`config.mk`:
```
export PLATFORM = sky130hd
export DESIGN_NAME = load_store_monitor
export DESIGN_NICKNAME = d
export VERILOG_FILES = /design/src/rtl/load_store_monitor.sv
export SDC_FILE = /design/constraint.sdc
export NUM_CORES = 1
export LEC_CHECK = 0
export CORE_MARGIN = 2
export CORE_UTILIZATION = 54
export CTS_BUF_LIST = sky130_fd_sc_hd__clkbuf_16
export CTS_CLUSTER_DIAMETER = 60
export CTS_CLUSTER_SIZE = 10
export DETAILED_ROUTE_END_ITERATION = 16
export PLACE_DENSITY = 0.79
export SYNTH_ARGS = -nofsm -noshare
export SYNTH_HDL_FRONTEND = slang
export SYNTH_SLANG_ARGS = --single-unit
```
`constraint.sdc`:
```
create_clock -name clk -period 2.26 [get_ports clk]
set_input_delay 0.226 -clock clk [delete_from_list [all_inputs] [get_ports clk]]
set_output_delay 0.226 -clock clk [all_outputs]
set_load 0.02 [all_outputs]
```
`src/rtl/load_store_monitor.sv`:
```
// load_store_monitor: checks period, lock and high-run health of a pulse stream
module load_store_monitor #(
  parameter int PERIOD   = 5000,
  parameter int TOL      = 2,
  parameter int LOCK_CNT = 2,
  parameter int MAXHI    = 2,
  parameter int CBITS    = 13
) (
  input  logic             clk,
  input  logic             rst,
  input  logic             en,
  input  logic             clr,
  input  logic             sig_in,
  output logic             locked,
  output logic             err,
  output logic [CBITS-1:0] period_out,
  output logic [7:0]       edges
);
  typedef enum logic [1:0] {IDLE, ARMED, LOCKED, FAULT} state_t;
  localparam int HW = $clog2(MAXHI + 2);
  localparam int GW = $clog2(LOCK_CNT + 1);
  localparam logic [CBITS-1:0] CMAX = '1;
  localparam logic [CBITS-1:0] LO = CBITS'(PERIOD - TOL);
  localparam logic [CBITS-1:0] HI = CBITS'(PERIOD + TOL);
  state_t state, state_n;
  logic prev, rise, in_range, timeout, hi_fault;
  logic [CBITS-1:0] cnt, cnt_n;
  logic [HW-1:0] hi_run;
  logic [GW-1:0] good, good_n;
  assign rise     = sig_in & ~prev;
  assign in_range = cnt >= LO && cnt <= HI;
  assign timeout  = !rise && cnt > HI;
  assign hi_fault = sig_in && hi_run == HW'(MAXHI);
  assign locked   = state == LOCKED;
  assign err      = state == FAULT;
  // next state, good-period count and gap counter; clr wins over every transition
  always_comb begin
    state_n = state;
    good_n  = good;
    if (clr) begin
      state_n = IDLE;
      good_n  = '0;
    end else begin
      case (state)
        IDLE: if (rise) begin
          state_n = ARMED;
          good_n  = '0;
        end
        ARMED: if (rise) begin
          good_n = in_range ? good + 1'b1 : '0;
          if (in_range && good == GW'(LOCK_CNT - 1)) state_n = LOCKED;
        end else if (timeout) state_n = IDLE;
        LOCKED: if ((rise && !in_range) || timeout || hi_fault) state_n = FAULT;
        default: ;
      endcase
    end
    cnt_n = state_n == IDLE ? '0 : rise ? CBITS'(1) : cnt == CMAX ? cnt : cnt + 1'b1;
  end
  // all state advances only on enabled samples; disabled cycles are invisible
  always_ff @(posedge clk) begin
    if (rst) begin
      state      <= IDLE;
      prev       <= 1'b0;
      cnt        <= '0;
      hi_run     <= '0;
      good       <= '0;
      period_out <= '0;
      edges      <= '0;
    end else if (en) begin
      state  <= state_n;
      prev   <= sig_in;
      cnt    <= cnt_n;
      good   <= good_n;
      hi_run <= !sig_in ? '0 : hi_run == HW'(MAXHI + 1) ? hi_run : hi_run + 1'b1;
      if (rise && state != IDLE) period_out <= cnt;
      if (rise && edges != 8'hff) edges <= edges + 1'b1;
    end
  end
endmodule

```
### Word level (Yosys, flattened, before mapping)

Cells that the tools add are included.

* output and inout port bits: 23
* flip-flop bits (word level): 41

* reductions and logical operators: 20
* $lt $le $gt $ge: 3
* bitwise gates (word level): 2
* multiplexer cells: 17
* add/sub/neg operators: 4
* eq/ne operators: 12

Operators with widths (count)
* 13-bit two-way mux: 3
* 2-bit two-way mux: 12
* 13-bit by 1-bit adder with 13-bit output, second input constant: 1
* 13-bit equality test, second input constant: 1
* 13-bit >= comparator, second input constant: 1
* 13-bit greater-than comparator, second input constant: 1
* 13-bit less-or-equal comparator, second input constant: 1
* 3-bit != test, second input constant: 3
* 8-bit by 1-bit adder with 8-bit output, second input constant: 1
* 2-bit equality test, second input constant: 4
* 8-bit != test, second input constant: 1
* 2-bit AND reduction: 4
* 1-bit logical AND: 7
* 2-bit one-hot mux with 3 select lines: 1
* 2-bit by 1-bit adder with 2-bit output, second input constant: 2
* 2-bit by 1-bit equality test with 1-bit output, second input constant: 2
* 2-bit logical NOT: 2
* 2-bit one-hot mux with 2 select lines: 1
* 4-bit AND reduction: 1
* 3-bit nonzero test: 1
* 1-bit logical NOT: 2
* 1-bit logical OR: 2
* 2-bit != test, second input constant: 1
* 2-bit nonzero test: 1
* 2 further kinds: 2

### Longest topological paths before layout

Gate-level depths: netlist of the first run.

* depth after elaboration: 12
* gate-level depth with buffers: 8

### Worst setup path before layout of the first run

No wires, ideal clock.

* kind: reg-to-reg
* start: register cnt[4]
* end: register cnt[10]
* arrival time: 1937 ps
* setup slack: 244 ps
* clock period less this slack: 2016 ps
* stages on the path, launching flop included: 7
* cell sequence: dfxtp_1 > or3_1 > or4_4 > o21a_2 > o32a_2 > a31o_1 > a211oi_2

* longest elaborated chain between the ends: 12

Ends and longest elaborated chain
* start: declaration: RTL line 27 `logic [CBITS-1:0] cnt, cnt_n;`
* start signal: assignment: RTL line 72 `cnt <= cnt_n;`
* 13-bit >= comparator or 13-bit less-or-equal comparator (tied branches): RTL line 31 `assign in_range = cnt >= LO && cnt <= HI;`
* 1-bit logical AND: RTL line 31
* 1-bit logical NOT: RTL line 53 `LOCKED: if ((rise && !in_range) || timeout || hi_fault) state_n = FAULT;`
* 1-bit logical AND: RTL line 53
* 1-bit logical OR (2 in series): RTL line 53
* 2-bit two-way mux: RTL line 53
* 2-bit one-hot mux with 3 select lines: RTL line 44 `case (state)`
* 2-bit two-way mux: RTL line 40 `if (clr) begin`
* 2-bit logical NOT: RTL line 57 `cnt_n = state_n == IDLE ? '0 : rise ? CBITS'(1) : cnt == CMAX ? cnt : cnt + 1'b1;`
* 3-bit != test (no line)
* 2-bit AND reduction (no line)

Several ways; a longest one is shown, not always the timed one. The select of a mux whose other input is x is not followed.
A chain may end at the register's enable or synchronous reset.

### Final worst setup path of the first run

* start: register cnt[10]
* end: register cnt[8]

The elaborated chain is that of the path after synthesis.

==> impl_metrics.toml, run 1 <==
[setup_path]
critPathRequiredTime_ns = 2.46
crit_start = "cnt[10]"
end_kind = "flip-flop"
startpoint_type = "flip-flop"
r2r_slack_ns = 0.14
worstPathArrival_ns = 2.32
critPathMaxStageDelay_ns = 0.56
path_max_fanout = 5
r2r_start = "cnt[10]"
crit_chain = "or2_2 > or4_4 > o21a_2 > o32a_2 > a31o_1 > a211oi_2"
worstSetupPathType = "flip-flop to flip-flop"
cp_slowest_cell = "or4_4"

[placement]
dpl_cell_area_um2 = 2430
globalplace.congestion = 0.923
numPortBuffers = 27
placed_cells = 325
dp_hpwl_um = 3280
pre_cts_ws_ns = 0.0525

[logic_synthesis]
yosys.cell_types.count = 46
ys_async_sr_fraction_pct = 0
ys_warn_count = 0
synth_cells = 247
synth_edf_count = 0
syn_area_per_cell_um2 = 8.19
synth.net_count = 258
synth_seq_cells = 41
mappedNetlistArea_um2 = 2020
synth_flop_cell = "dfxtp_1"
synth_seq_area_share_pct = 40.6

[power]
p_seq_share_pct = 41.6
clkPwrFrac_pct = 52.1
power.share.switching_pct = 20.6
ir_drop_v = 0.000640
internal_power_mw = 1.41
powerDensity_nw_per_um2 = 677
combPwrFrac_pct = 6.3
finalPower_mw = 1.78
p_switching_uw = 368
cellLeakagePower_nw = 0.965

[timing]
maxSlewViolCount = 0
rsz0062_at_grt = "false"
setup_viol = 0
hold_ws_ns = 0.452
final_hold_viol_count = 0
relSlewSlack_pct = 68.6
fin_setup_tns_ns = 0
finalWorstSetupSlack_ns = 0.140
skew_ns = 0.00346
period_minus_slack_ns = 2.12
worstMarginPinSlew_ns = 0.470
fmax_ghz = 0.472
finalCritPeriodShare_pct = 93.8

[hold_path]
hold_path.class = "flip-flop to flip-flop"
hp-start = "period_out[0]"

[routing]
drt-total-wl_um = 4720
num_vias = 1904
viasPerCell = 5.72
postRouteAntennaNets = 0
first_pass_iters = 4
drtIter0Drc = 117
wl_per_cell_um = 14.2
route.detailed.drc = 0

[final_layout]
diodes = 0
layout.cell_area.non_filler_um2 = 2630
fillerInstances = 288
fin_cells = 333
fin_util_pct = 72.5
areaGrowthSynthToFinish_pct = 30.2
layout-drive-gt1-share_pct = 14.0
final_net_count = 295

[status]
status = "finished clean"

[die]
die_h_um = 65.2
rows = 22
dieArea_um2 = 4250
die_w_um = 65.2
pin_count = 28
start_util_pct = 55.6
coreArea_um2 = 3630

[global_route]
antenna_found_initial = 0
grt_pass1_vias = 1868
grtUsageMet3_pct = 5.82
grt_pass1_wl_um = 8360
met2_usage_pct = 44.0
met1_usage_pct = 29.9
grt_usage_pct = 25.2
grt-ovfl-total = 0
busiest_layer = "met2"
grt_max_degree = 33

[clock_tree]
clock-sinks = 41
h-tree-depth = 2
clock_latency_ns = 0.28
cts_buffers = 5
clockBufferDepth = 2
cts_tree = "yes"
cts_root_buf = "clkbuf_16"
cts.reportedPaths.clkPinSlew_ns = 0.06

[run]
drv_cap = 0
[power by group through the flow]
stage	Clock (mW)	Sequential, mW	Combinational [mW]
2_1_floorplan	0	0.758	0.0640
3_3_place_gp	0	0.758	0.108
6_report	0.929	0.742	0.112
5_1_grt	0.969	0.743	0.124
3_5_place_dp	0	0.758	0.110
4_1_cts	0.940	0.742	0.111
[layout make-up]
| cell class | count | area [µm²] | area share (%) |
|---|---|---|---|
| multi-input combinational | 189 | 1140 | 43.4 |
| sequential | 41 | 821 | 31.2 |
| timing repair buffer | 42 | 395 | 15.0 |
| clock buffer | 5 | 125 | 4.75 |
| clock inverter | 3 | 68.8 | 2.61 |
| tap | 48 | 60.1 | 2.28 |
| inverter | 5 | 18.8 | 0.713 |
[cell usage after synthesis, drive strengths merged (2+ instances only)]
cell type,number,area [µm²]
ha,6,75.1
nand3,3,15.0
or3,5,31.3
nor2,12,45.0
and3,6,38.8
and4,2,18.8
clkbuf,11,41.3
a31o,5,43.8
a21oi,28,144
a211oi,4,45.1
xor2,10,87.6
nand2b,2,12.5
o21ai,10,53.8
inv,5,18.8
dfxtp,41,821
and2,5,31.3
a31oi,2,12.5
nand4,12,75.1
nand2,43,161
nor3,13,65.1
o21a,3,23.8
or2,2,12.5
[flip-flops by register name (all words and copies together) (netlist names)]
| name | count |
|---|---|
| prev | 1 |
| cnt | 13 |
| period_out | 13 |
| edges | 8 |
| state | 2 |
| hi_run | 2 |
| good | 2 |
[cells by family after synthesis]
logic type	count (synthesis)	synth area share, %
compound gates	58	18.7
mux	1	0.495
simple gates	113	28.6
xor+xnor	11	4.76
buf+inv	17	3.16
fa+ha+maj	6	3.71
flops	41	40.6
[what timing repair did]
action	CTS	global route
setup buffers	0	0
resized for setup	0	1
endpoints found under the setup margin	0	7
hold buffers	0	0
[layout by cell type, fill, tap and decap left out, drive strengths merged, types with 4 or more instances in the layout]
master	netlist	final
clkbuf	11	5
and2	5	5
buf	1	15
inv	5	6
a21oi	28	28
nor3	13	13
or3	5	5
and3	6	6
xor2	10	10
ha	6	6
nor2	12	12
o21ai	10	10
clkdlybuf4s50	0	27
dfxtp	41	41
nand2	43	43
a211oi	4	4
a31o	5	5
nand4	12	12
[worst max-delay path: cells and delay by family, from the launching register on]
| kind | cells | cell delay, ns |
|---|---|---|
| and+or+nand+nor | 2 | 0.90 |
| AOI/OAI and AO/OA | 4 | 0.81 |
| DFF | 1 | 0.33 |
[layer usage]
layer  share of wire [%]  vias up  wire length (µm)
li1                    -      953                 -
met2                  50       46              2360
met3                 3.7       12               177
met1                  44      893              2080
met4                 2.1        0                98
met5                   0        -                 0
[final timing paths]
kind | cells past startpoint | to
max | 6 | cnt[8]
min | 2 | period_out[0]
max reg2reg | 6 | cnt[8]
min reg2reg | 2 | period_out[0]
Note: power is estimated with default switching activity, not from simulation.
==> run 2: changes to the inputs <==
CAP_MARGIN = 15   (was default)
==> results of run 2 <==
Final layout, timing and power as in run 1 (identical DEF).
